<file path="src/rtl/mem_access_ctrl.sv">
`default_nettype none
// ============================================================================
// Module   : mem_access_ctrl
// Purpose  : M-stage load/store sequencer. Issues word-aligned bus
//            transactions with byte strobes, stalls the pipeline until the
//            access completes and returns the extended load result.
//            Optional macro MISALIGNED_SPLIT_EN: perform misaligned accesses,
//            splitting word-crossing ones into two transactions.
// Revision : 1.0  initial release
// ============================================================================
module mem_access_ctrl #(
  parameter int unsigned TIMEOUT_CYCLES = 255
) (
  input  logic        clk,
  input  logic        reset,
  input  logic        mem_read_m,
  input  logic        mem_write_m,
  input  logic [31:0] alu_result_m,
  input  logic [31:0] write_data_m,
  input  logic [1:0]  mem_size_m,
  input  logic [2:0]  funct3_m,
  output logic        bus_req,
  output logic        bus_we,
  output logic [31:0] bus_addr,
  output logic [31:0] bus_wdata,
  output logic [3:0]  bus_wstrb,
  input  logic        bus_ready,
  input  logic [31:0] bus_rdata,
  output logic [31:0] read_data_m,
  output logic        stall_m,
  output logic        misalign_fault,
  output logic        bus_error
);

  localparam int unsigned CNT_W = (TIMEOUT_CYCLES > 1) ? $clog2(TIMEOUT_CYCLES) : 1;
  localparam logic [CNT_W-1:0] TO_LAST =
    CNT_W'((TIMEOUT_CYCLES == 0) ? 0 : TIMEOUT_CYCLES - 1);
`ifdef MISALIGNED_SPLIT_EN
  localparam int unsigned STRB_W = 8;
`else
  localparam int unsigned STRB_W = 4;
`endif

  typedef enum logic [1:0] {
    S_IDLE = 2'd0,
    S_REQ0 = 2'd1,
    S_REQ1 = 2'd2,
    S_DONE = 2'd3
  } state_t;

  state_t              state_q, state_d;
  logic [29:0]         word_addr_q, word_addr_d;
  logic [1:0]          off_q, off_d;
  logic [1:0]          size_q, size_d;
  logic                uns_q, uns_d;
  logic                we_q, we_d;
  logic [31:0]         wdata_q, wdata_d;
  logic [STRB_W-1:0]   strb_q, strb_d;
  logic [31:0]         lo_q, lo_d;
  logic [CNT_W-1:0]    cnt_q, cnt_d;
  logic [31:0]         read_data_q, read_data_d;
  logic                fault_q, fault_d;
  logic                err_q, err_d;
  logic [31:0]         w_hi_word;
`ifdef MISALIGNED_SPLIT_EN
  logic [31:0]         hi_q, hi_d;
  assign w_hi_word = hi_q;
`else
  assign w_hi_word = 32'd0;
`endif

  logic        w_access;
  logic [1:0]  w_size;
  logic [3:0]  w_base;
  logic [31:0] w_wdata_rot;
  logic        w_timeout;
  logic        w_unused_funct3;

  assign w_access        = mem_read_m | mem_write_m;
  assign w_size          = (mem_size_m == 2'b11) ? 2'b10 : mem_size_m;
  assign w_timeout       = (TIMEOUT_CYCLES != 0) && (cnt_q == TO_LAST);
  assign w_unused_funct3 = ^funct3_m[1:0];

`ifndef MISALIGNED_SPLIT_EN
  logic w_misaligned;
  assign w_misaligned = ((w_size == 2'b01) && alu_result_m[0]) ||
                        ((w_size == 2'b10) && (alu_result_m[1:0] != 2'b00));
`endif

  always_comb begin
    w_base = 4'b1111;
    case (w_size)
      2'b00:   w_base = 4'b0001;
      2'b01:   w_base = 4'b0011;
      default: w_base = 4'b1111;
    endcase
  end

  // Store data rotated so byte k lands on lane (k + offset) mod 4.
  always_comb begin
    w_wdata_rot = write_data_m;
    case (alu_result_m[1:0])
      2'd1:    w_wdata_rot = {write_data_m[23:0], write_data_m[31:24]};
      2'd2:    w_wdata_rot = {write_data_m[15:0], write_data_m[31:16]};
      2'd3:    w_wdata_rot = {write_data_m[7:0],  write_data_m[31:8]};
      default: w_wdata_rot = write_data_m;
    endcase
  end

  function automatic logic [31:0] load_extend(input logic [63:0] pair,
                                              input logic [1:0]  off,
                                              input logic [1:0]  size,
                                              input logic        uns);
    logic [31:0] sh;
    sh = 32'(pair >> {off, 3'b000});
    case (size)
      2'b00:   load_extend = uns ? {24'd0, sh[7:0]}  : {{24{sh[7]}},  sh[7:0]};
      2'b01:   load_extend = uns ? {16'd0, sh[15:0]} : {{16{sh[15]}}, sh[15:0]};
      default: load_extend = sh;
    endcase
  endfunction

  always_comb begin
    state_d     = state_q;
    word_addr_d = word_addr_q;
    off_d       = off_q;
    size_d      = size_q;
    uns_d       = uns_q;
    we_d        = we_q;
    wdata_d     = wdata_q;
    strb_d      = strb_q;
    lo_d        = lo_q;
`ifdef MISALIGNED_SPLIT_EN
    hi_d        = hi_q;
`endif
    cnt_d       = cnt_q;
    read_data_d = read_data_q;
    fault_d     = 1'b0;
    err_d       = 1'b0;
    case (state_q)
      S_IDLE: begin
        if (w_access) begin
          word_addr_d = alu_result_m[31:2];
          off_d       = alu_result_m[1:0];
          size_d      = w_size;
          uns_d       = funct3_m[2];
          we_d        = mem_write_m;
          wdata_d     = w_wdata_rot;
          strb_d      = STRB_W'({4'b0000, w_base} << alu_result_m[1:0]);
          lo_d        = 32'd0;
`ifdef MISALIGNED_SPLIT_EN
          hi_d        = 32'd0;
`endif
          cnt_d       = '0;
`ifndef MISALIGNED_SPLIT_EN
          if (w_misaligned) begin
            state_d = S_DONE;
            fault_d = 1'b1;
            if (!mem_write_m) read_data_d = 32'd0;
          end else
`endif
          state_d = S_REQ0;
        end
      end
      S_REQ0: begin
        if (bus_ready) begin
          lo_d = bus_rdata;
`ifdef MISALIGNED_SPLIT_EN
          if (strb_q[7:4] != 4'b0000) begin
            state_d = S_REQ1;
            cnt_d   = '0;
          end else
`endif
          begin
            state_d = S_DONE;
            if (!we_q) read_data_d = load_extend({w_hi_word, bus_rdata}, off_q, size_q, uns_q);
          end
        end else if (w_timeout) begin
          state_d = S_DONE;
          err_d   = 1'b1;
          if (!we_q) read_data_d = 32'd0;
        end else begin
          cnt_d = cnt_q + 1'b1;
        end
      end
`ifdef MISALIGNED_SPLIT_EN
      S_REQ1: begin
        if (bus_ready) begin
          hi_d    = bus_rdata;
          state_d = S_DONE;
          if (!we_q) read_data_d = load_extend({bus_rdata, lo_q}, off_q, size_q, uns_q);
        end else if (w_timeout) begin
          state_d = S_DONE;
          err_d   = 1'b1;
          if (!we_q) read_data_d = 32'd0;
        end else begin
          cnt_d = cnt_q + 1'b1;
        end
      end
`endif
      S_DONE:  state_d = S_IDLE;
      default: state_d = S_IDLE;
    endcase
  end

  always_ff @(posedge clk or posedge reset) begin
    if (reset) begin
      state_q     <= S_IDLE;
      word_addr_q <= '0;
      off_q       <= '0;
      size_q      <= '0;
      uns_q       <= 1'b0;
      we_q        <= 1'b0;
      wdata_q     <= '0;
      strb_q      <= '0;
      lo_q        <= '0;
`ifdef MISALIGNED_SPLIT_EN
      hi_q        <= '0;
`endif
      cnt_q       <= '0;
      read_data_q <= '0;
      fault_q     <= 1'b0;
      err_q       <= 1'b0;
    end else begin
      state_q     <= state_d;
      word_addr_q <= word_addr_d;
      off_q       <= off_d;
      size_q      <= size_d;
      uns_q       <= uns_d;
      we_q        <= we_d;
      wdata_q     <= wdata_d;
      strb_q      <= strb_d;
      lo_q        <= lo_d;
`ifdef MISALIGNED_SPLIT_EN
      hi_q        <= hi_d;
`endif
      cnt_q       <= cnt_d;
      read_data_q <= read_data_d;
      fault_q     <= fault_d;
      err_q       <= err_d;
    end
  end

  // Bus outputs decode straight from state so an async reset drops them at once.
  always_comb begin
    bus_req   = 1'b0;
    bus_we    = 1'b0;
    bus_addr  = 32'd0;
    bus_wdata = 32'd0;
    bus_wstrb = 4'b0000;
    stall_m   = 1'b0;
    case (state_q)
      S_IDLE: stall_m = w_access;
      S_REQ0: begin
        stall_m   = 1'b1;
        bus_req   = 1'b1;
        bus_we    = we_q;
        bus_addr  = {word_addr_q, 2'b00};
        bus_wdata = we_q ? wdata_q : 32'd0;
        bus_wstrb = we_q ? strb_q[3:0] : 4'b0000;
      end
`ifdef MISALIGNED_SPLIT_EN
      S_REQ1: begin
        stall_m   = 1'b1;
        bus_req   = 1'b1;
        bus_we    = we_q;
        bus_addr  = {word_addr_q + 30'd1, 2'b00};
        bus_wdata = we_q ? wdata_q : 32'd0;
        bus_wstrb = we_q ? strb_q[7:4] : 4'b0000;
      end
`endif
      default: ;
    endcase
  end

  assign read_data_m    = read_data_q;
  assign misalign_fault = fault_q;
  assign bus_error      = err_q;

endmodule
`default_nettype wire
</file>
<file path="config.mk">
export PLATFORM = sky130hd
export DESIGN_NAME = mem_access_ctrl
export DESIGN_NICKNAME = d
export VERILOG_FILES = /design/src/rtl/mem_access_ctrl.sv
export SDC_FILE = /design/constraint.sdc
export NUM_CORES = 1
export LEC_CHECK = 0
export BUFFER_PORTS_ARGS = -buffer_cell sky130_fd_sc_hd__buf_4
export CAP_MARGIN = 20
export CORE_AREA = 8 8 124 126
export CTS_CLUSTER_DIAMETER = 80
export CTS_CLUSTER_SIZE = 25
export DETAILED_ROUTE_END_ITERATION = 8
export DIE_AREA = 0 0 132 134
export PLACE_DENSITY = 0.79
export SLEW_MARGIN = 20
export SYNTH_ARGS = -nofsm -noshare
export SYNTH_HDL_FRONTEND = slang
export SYNTH_SLANG_ARGS = --single-unit
</file>
<file path="constraint.sdc">
create_clock -name clk -period 4 [get_ports clk]
set_input_delay 0.4 -clock clk [delete_from_list [all_inputs] [get_ports clk]]
set_output_delay 0.4 -clock clk [all_outputs]
set_load 0.005 [all_outputs]
</file>
==> out/metrics.yaml, run 1 <==
timing:
  slew_viol_final: 0
  finalHoldViolCount: 0
  max_freq_mhz: 347
  slew_headroom: 0.347
  setup_slack_ps: 1120
  fin_crit_ps: 2880
  rsz0062_at_grt: "false"
  fin_crit_sh: 0.720
  timing.hold.ws_ps: 111
  setup_violations: 0
  tns_ps: 0
  skew_ps: 13.2
  worst_slew_pin_slew_ps: 976
floorplan:
  die_area_sq_mm: 0.0177
  die_h_microns: 134
  core_sq_mm: 0.0135
  pin_count: 211
  die_width_microns: 132
  num_rows: 43
  initial_core_util: 0.487
worst_setup_path:
  critPathLaunchType: "flip-flop"
  max_stage_delay_ps: 610
  crit_family: "buffers and inverters"
  crit_fanout: 52
  path_common_cell: "buf_4"
  cp_slowest_cell: "dfrtp_1"
  crit_path_end_kind: "primary output"
  arrival_ps: 2480
  crit_type: "reg2out"
  required_ps: 3600
  path_buf_inv: 3
  path_cells: "nand2b_1 > inv_1 > buf_4 > and3_1 > buf_4"
logic_synthesis:
  synth.top_cell.area_share: 0.441
  synth_largest_area_cell: "dfrtp_1"
  ys_types: 53
  synth_area_per_cell_sq_um: 9.54
  synth-seq-cells: 116
  synth_cells: 689
  yosys-top-cells-count: "nand2_1, dfrtp_1, and3_1, clkbuf_1"
  yosysSeqAreaShare: 0.441
  netlist_area_sq_mm: 0.00658
  yosysWarnings: 0
  synth_flop_cell: "dfrtp_1"
  synth_edf_count: 0
  async_reset_ff_frac: 1.00
  synth.most_common_cell: "nand2_1"
  ys_top_cells_by_area: "dfrtp_1, nand2_1, mux4_2"
clock_tree:
  clk_latency_ps: 410
  clock_path_buffers: 2
  cts_hold_buf: 0
  path_clk_slew_ps: 50
  cts_sinks: 116
  cts.repair.resized: 0
  h-tree-depth: 4
  cts_root_buf: "clkbuf_16"
  cts_setup_buffers: 0
  tritoncts: "built"
  cts_inserted_buffers: 17
global_route:
  grt_overflow_total: 0
  grt_usage: 0.215
  grt_max_degree: 83
  grt_pass1_wl_microns: 30700
  antenna_found_initial: 1
  grt_pass1_vias: 5815
min_path:
  hp-class: "in2async"
flow_run:
  cap_violations: 0
finish:
  final_net_count: 979
  multi_input_area_sq_mm: 0.00339
  fill_cells: 1152
  drive_above_1_share: 0.344
  area_growth_pct: 34.1
  seq_area_sq_mm: 0.00290
detailed_routing:
  drc: 0
  vias: 5775
  drt-pass1-iter-count: 4
  viasPerCell: 5.42
  drt-total-wl_microns: 19000
  wl_per_cell_microns: 17.9
  ant_nets: 0
  drtIter0Drc: 349
placement:
  hpwl_microns: 13500
  place_ws_ps: 1300
  portBuffers: 206
  gp_congestion: 0.833
power:
  peakVddDrop_mv: 0.378
  power.leakage_uw: 0.00442
  total_power_uw: 6300
  power_density_mw_per_mm2: 714
status:
  status: "completed"
worst reg2reg max path, cell delays in order (launching register included):
cell and delay (ps):
dfrtp_1 530, or3b_1 460, a21oi_4 430, and3_1 780, mux2_2 430
metal layers:
metal  vias up  global-route usage  wire [microns]
met5         -                   0               0
met1      2800               0.246            7550
met3        18              0.0677            1360
met2       195               0.374            9770
met4         0              0.0715             342
li1       2762                   -               -
sequential cells by signal, summed over array words and instances (netlist names), 2 cells and up:
register     cells
read_data_m     32
wdata_q         32
word_addr_q     30
cnt_q            8
strb_q           4
off_q            2
size_q           2
state_q          2
worst paths after layout:
check | slack [ps] | start | end | cells past startpoint
setup / recovery | 1120 | state_q[0] | bus_wdata[24] | 5
hold / removal | 110 | reset | word_addr_q[28] | 2
setup reg to reg | 1270 | state_q[0] | read_data_m[4] | 4
hold reg to reg | 460 | wdata_q[23] | wdata_q[23] | 2
max in group asynchronous | 3110 | reset | read_data_m[6] | 3
min in group clk | 170 | alu_result_m[18] | word_addr_q[16] | 3
power breakdown:
| part | leakage, uW | total, uW | internal, uW | switching, uW |
|---|---|---|---|---|
| Sequential | 0.00145 | 2020 | 1690 | 327 |
| Clock | 0.000310 | 1610 | 1090 | 523 |
| Combinational | 0.00266 | 2670 | 1230 | 1440 |
cells in the final DEF (no fill, tap or decap), types with 2 or more instances in the layout:
master     netlist  final
o211ai_1         3      3
conb_1           1      2
nand2_1        218    217
clkinv_2         0      5
and2_1          31     31
mux2_1           3      3
o31ai_1          3      3
dfrtp_1        116    116
nor2b_1          4      4
o21ai_0          8      8
a21oi_1         14     14
mux4_2          33     33
bufinv_16        0      4
mux2i_1         22     22
clkbuf_16        0     17
clkbuf_1        35      2
or3_1            3      3
and3_1          40     40
a31oi_1         33     33
ha_1             2      2
a211oi_1        10     10
buf_4            3    216
clkbuf_8         0      3
nor3_1           3      3
mux2_2          12     12
nand3b_1         2      2
nand3_1          4      4
or2_2            5      5
nor2_1          12     12
o2bb2ai_1       15     15
nand2b_1         6      6
inv_1           10      9
logic make-up (layout without fill, tap and decap cells):
| family | Yosys count | count (layout) | share of synthesized area |
|---|---|---|---|
| buffers and inverters | 65 | 259 | 0.0445 |
| AND/OR/NAND/NOR | 337 | 337 | 0.235 |
| flip-flops | 116 | 116 | 0.441 |
| multiplexers | 70 | 70 | 0.172 |
| adder cells (fa/ha/maj) | 2 | 2 | 0.00380 |
| XOR/XNOR | 1 | 1 | 0.00133 |
| other | 1 | 3 | 0.000570 |
| AO/OA/AOI/OAI | 97 | 97 | 0.101 |
area by class of cell:
class | instances | area share
Antenna cell | 1 | 0.000284
Clock buffer | 22 | 0.0538
Clock inverter | 10 | 0.0173
Inverter | 10 | 0.00482
Multi-Input combinational cell | 509 | 0.385
Sequential cell | 116 | 0.329
Tap cell | 180 | 0.0255
Timing Repair Buffer | 217 | 0.184
stage by stage:
step / instance area (sq um) / util / instances
final: 8820 / 0.653 / 1065
after global routing: 8820 / 0.653 / 1065
after CTS: 8810 / 0.652 / 1063
after detailed placement: 8180 / 0.606 / 1031
after global placement: 8180 / 0.606 / 1031
after floorplan: 6580 / - / 690
Power figures use the tool's default switching activity.
==> run 2: changes to the inputs <==
--- a/config.mk
+++ b/config.mk
@@ -7,12 +7,12 @@
 export LEC_CHECK = 0
 export BUFFER_PORTS_ARGS = -buffer_cell sky130_fd_sc_hd__buf_4
 export CAP_MARGIN = 20
-export CORE_AREA = 8 8 124 126
+export CORE_AREA = 8 8 128 130
 export CTS_CLUSTER_DIAMETER = 80
 export CTS_CLUSTER_SIZE = 25
 export DETAILED_ROUTE_END_ITERATION = 8
-export DIE_AREA = 0 0 132 134
-export PLACE_DENSITY = 0.79
+export DIE_AREA = 0 0 136 138
+export PLACE_DENSITY = 0.77
 export SLEW_MARGIN = 20
 export SYNTH_ARGS = -nofsm -noshare
 export SYNTH_HDL_FRONTEND = slang
==> constraint.sdc (replaced) <==
create_clock -name clk -period 2.3 [get_ports clk]
set_input_delay 0.23 -clock clk [delete_from_list [all_inputs] [get_ports clk]]
set_output_delay 0.23 -clock clk [all_outputs]
set_load 0.005 [all_outputs]
==> run 2 against run 1 <==
Compared with the run above:
- routed wire length rose by 3.3%
- hold slack worse by 95 ps
- die area rose by 6.1%
- cell area is 4.3% higher
- clock power rose by 80%
- global-route usage down 0.54 points
- flip-flop and latch count did not move
- setup slack worse by 950 ps
- first-iteration DRC count is 17% higher
- critical path type unchanged
- non-clock buffer count increased by 34
- via count up 2.7%
==> out/metrics.yaml, run 2 (synthesized netlist as in run 1, its figures left out) <==
worst_setup_path:
  max_stage_delay_ps: 490
  crit_path_end_kind: "primary output"
  crit_fanout: 62
  path_buf_inv: 3
  cp_slowest_cell: "dfrtp_2"
  arrival_ps: 1900
  crit_family: "buffers and inverters"
  required_ps: 2070
  crit_type: "reg2out"
  critPathLaunchType: "flip-flop"
  path_cells: "nand2b_1 > inv_2 > buf_12 > and3_1 > buf_4"
status:
  status: "completed"
global_route:
  antenna_found_initial: 0
  grt_overflow_total: 0
  grt_pass1_vias: 5901
  grt_pass1_wl_microns: 31200
  grt_max_degree: 117
  grt_usage: 0.209
clock_tree:
  path_clk_slew_ps: 50
  cts_sinks: 116
  clk_latency_ps: 410
  tritoncts: "built"
  cts_inserted_buffers: 17
  cts_root_buf: "clkbuf_16"
  cts_setup_buffers: 0
  h-tree-depth: 4
  clock_path_buffers: 2
finish:
  drive_above_1_share: 0.349
  fin_util: 0.642
  layout_commonest_cell: "buf_4"
  area_growth_pct: 39.8
  final_cell_mix: "buf_4, nand2_1, dfrtp_1"
  final_net_count: 1013
  diodes: 0
timing:
  fin_crit_ps: 2130
  skew_ps: 6.79
  timing.hold.ws_ps: 15.9
  worst_slew_pin_slew_ps: 623
  rsz0062_at_grt: "false"
  fin_crit_sh: 0.926
  tns_ps: 0
  setup_violations: 0
  slew_viol_final: 0
  max_freq_mhz: 469
  slew_headroom: 0.585
  finalHoldViolCount: 0
floorplan:
  pin_count: 211
  num_rows: 44
  die_h_microns: 138
  initial_core_util: 0.459
  die_width_microns: 136
  die_area_sq_mm: 0.0188
  core_sq_mm: 0.0143
flow_run:
  cap_violations: 0
power:
  power.leakage_uw: 0.00459
  power_density_mw_per_mm2: 1220
  peakVddDrop_mv: 0.572
placement:
  portBuffers: 206
  gp_congestion: 0.844
  hpwl_microns: 13900
detailed_routing:
  ant_nets: 0
  viasPerCell: 5.39
  vias: 5932
  wl_per_cell_microns: 17.8
  drt-pass1-iter-count: 5
  drtIter0Drc: 409
  drt-total-wl_microns: 19600
  drc: 0
min_path:
  hp-class: "in2async"
## run 2: changes by cell type in the layout (fill, tap and decap cells not counted), moves of 2 or more
cell / before / now
buf_12: 0 / 3
buf_4: 216 / 227
clkbuf_1: 2 / 0
clkbuf_8: 3 / 6
clkinv_2: 5 / 2
clkinvlp_4: 1 / 3
dlygate4sd3_1: 0 / 21
## run 2: metal layers
layer  GRT usage  wire (microns)  vias to the layer above
met4      0.0729             376                        0
met5           0               0                        -
met2       0.343           10000                      186
met1       0.252            7860                     2895
met3      0.0692            1370                       16
li1            -               -                     2835
## run 2: report_power, final
part           total (uW)  switching [uW]  internal, uW
clock                2890             910          1980
sequential           3510             569          2950
combinational        4840            2550          2290
total               11200            4030          7210
## run 2: worst paths after layout
| kind | startpoint | to | slack, ps | depth (start not counted) |
|---|---|---|---|---|
| setup reg to reg | cnt_q[0] | read_data_m[3] | 280 | 7 |
| hold / removal | reset | word_addr_q[27] | 20 | 3 |
| setup / recovery | state_q[1] | bus_wstrb[3] | 170 | 5 |
| hold reg to reg | wdata_q[18] | wdata_q[18] | 460 | 2 |
| min in group clk | alu_result_m[17] | word_addr_q[15] | 20 | 3 |
| max in group asynchronous | reset | state_q[1] | 1820 | 3 |
## run 2: layout make-up
class	instances	area, sq um
multi-input cells	509	3390
flip-flops and latches	116	2900
fillers	1172	5120
well taps	184	230
inverters	10	41.3
clock inverters	8	145
clock buffers	23	508
repair buffers	251	1970
## run 2: worst register-to-register path: stages (launching register included)
cell,delay [ps]
dfrtp_1,420
inv_1,100
ha_1,160
nand3_1,100
o21ai_1,270
and3_1,220
buf_4,260
mux2_2,380
## run 2: repair_timing
item | 4_1_cts | 5_1_grt
cloned | 0 | 0
setup endpoints to repair | 5 | 16
hold buffers | 20 | 1
resized for setup | 1 | 1
endpoints found under the hold margin | 20 | 1
## run 2: per-stage QoR
step                      cells  worst slack, ps  total power (uW)  cell area (sq um)
final                      1101              170             11200               9200
after global routing       1101             65.8             12000               9200
after CTS                  1100             80.3             11300               9190
after detailed placement   1049              296              8370               8330
after global placement     1049              384              8230               8330
after floorplan             690              449              6320               6580
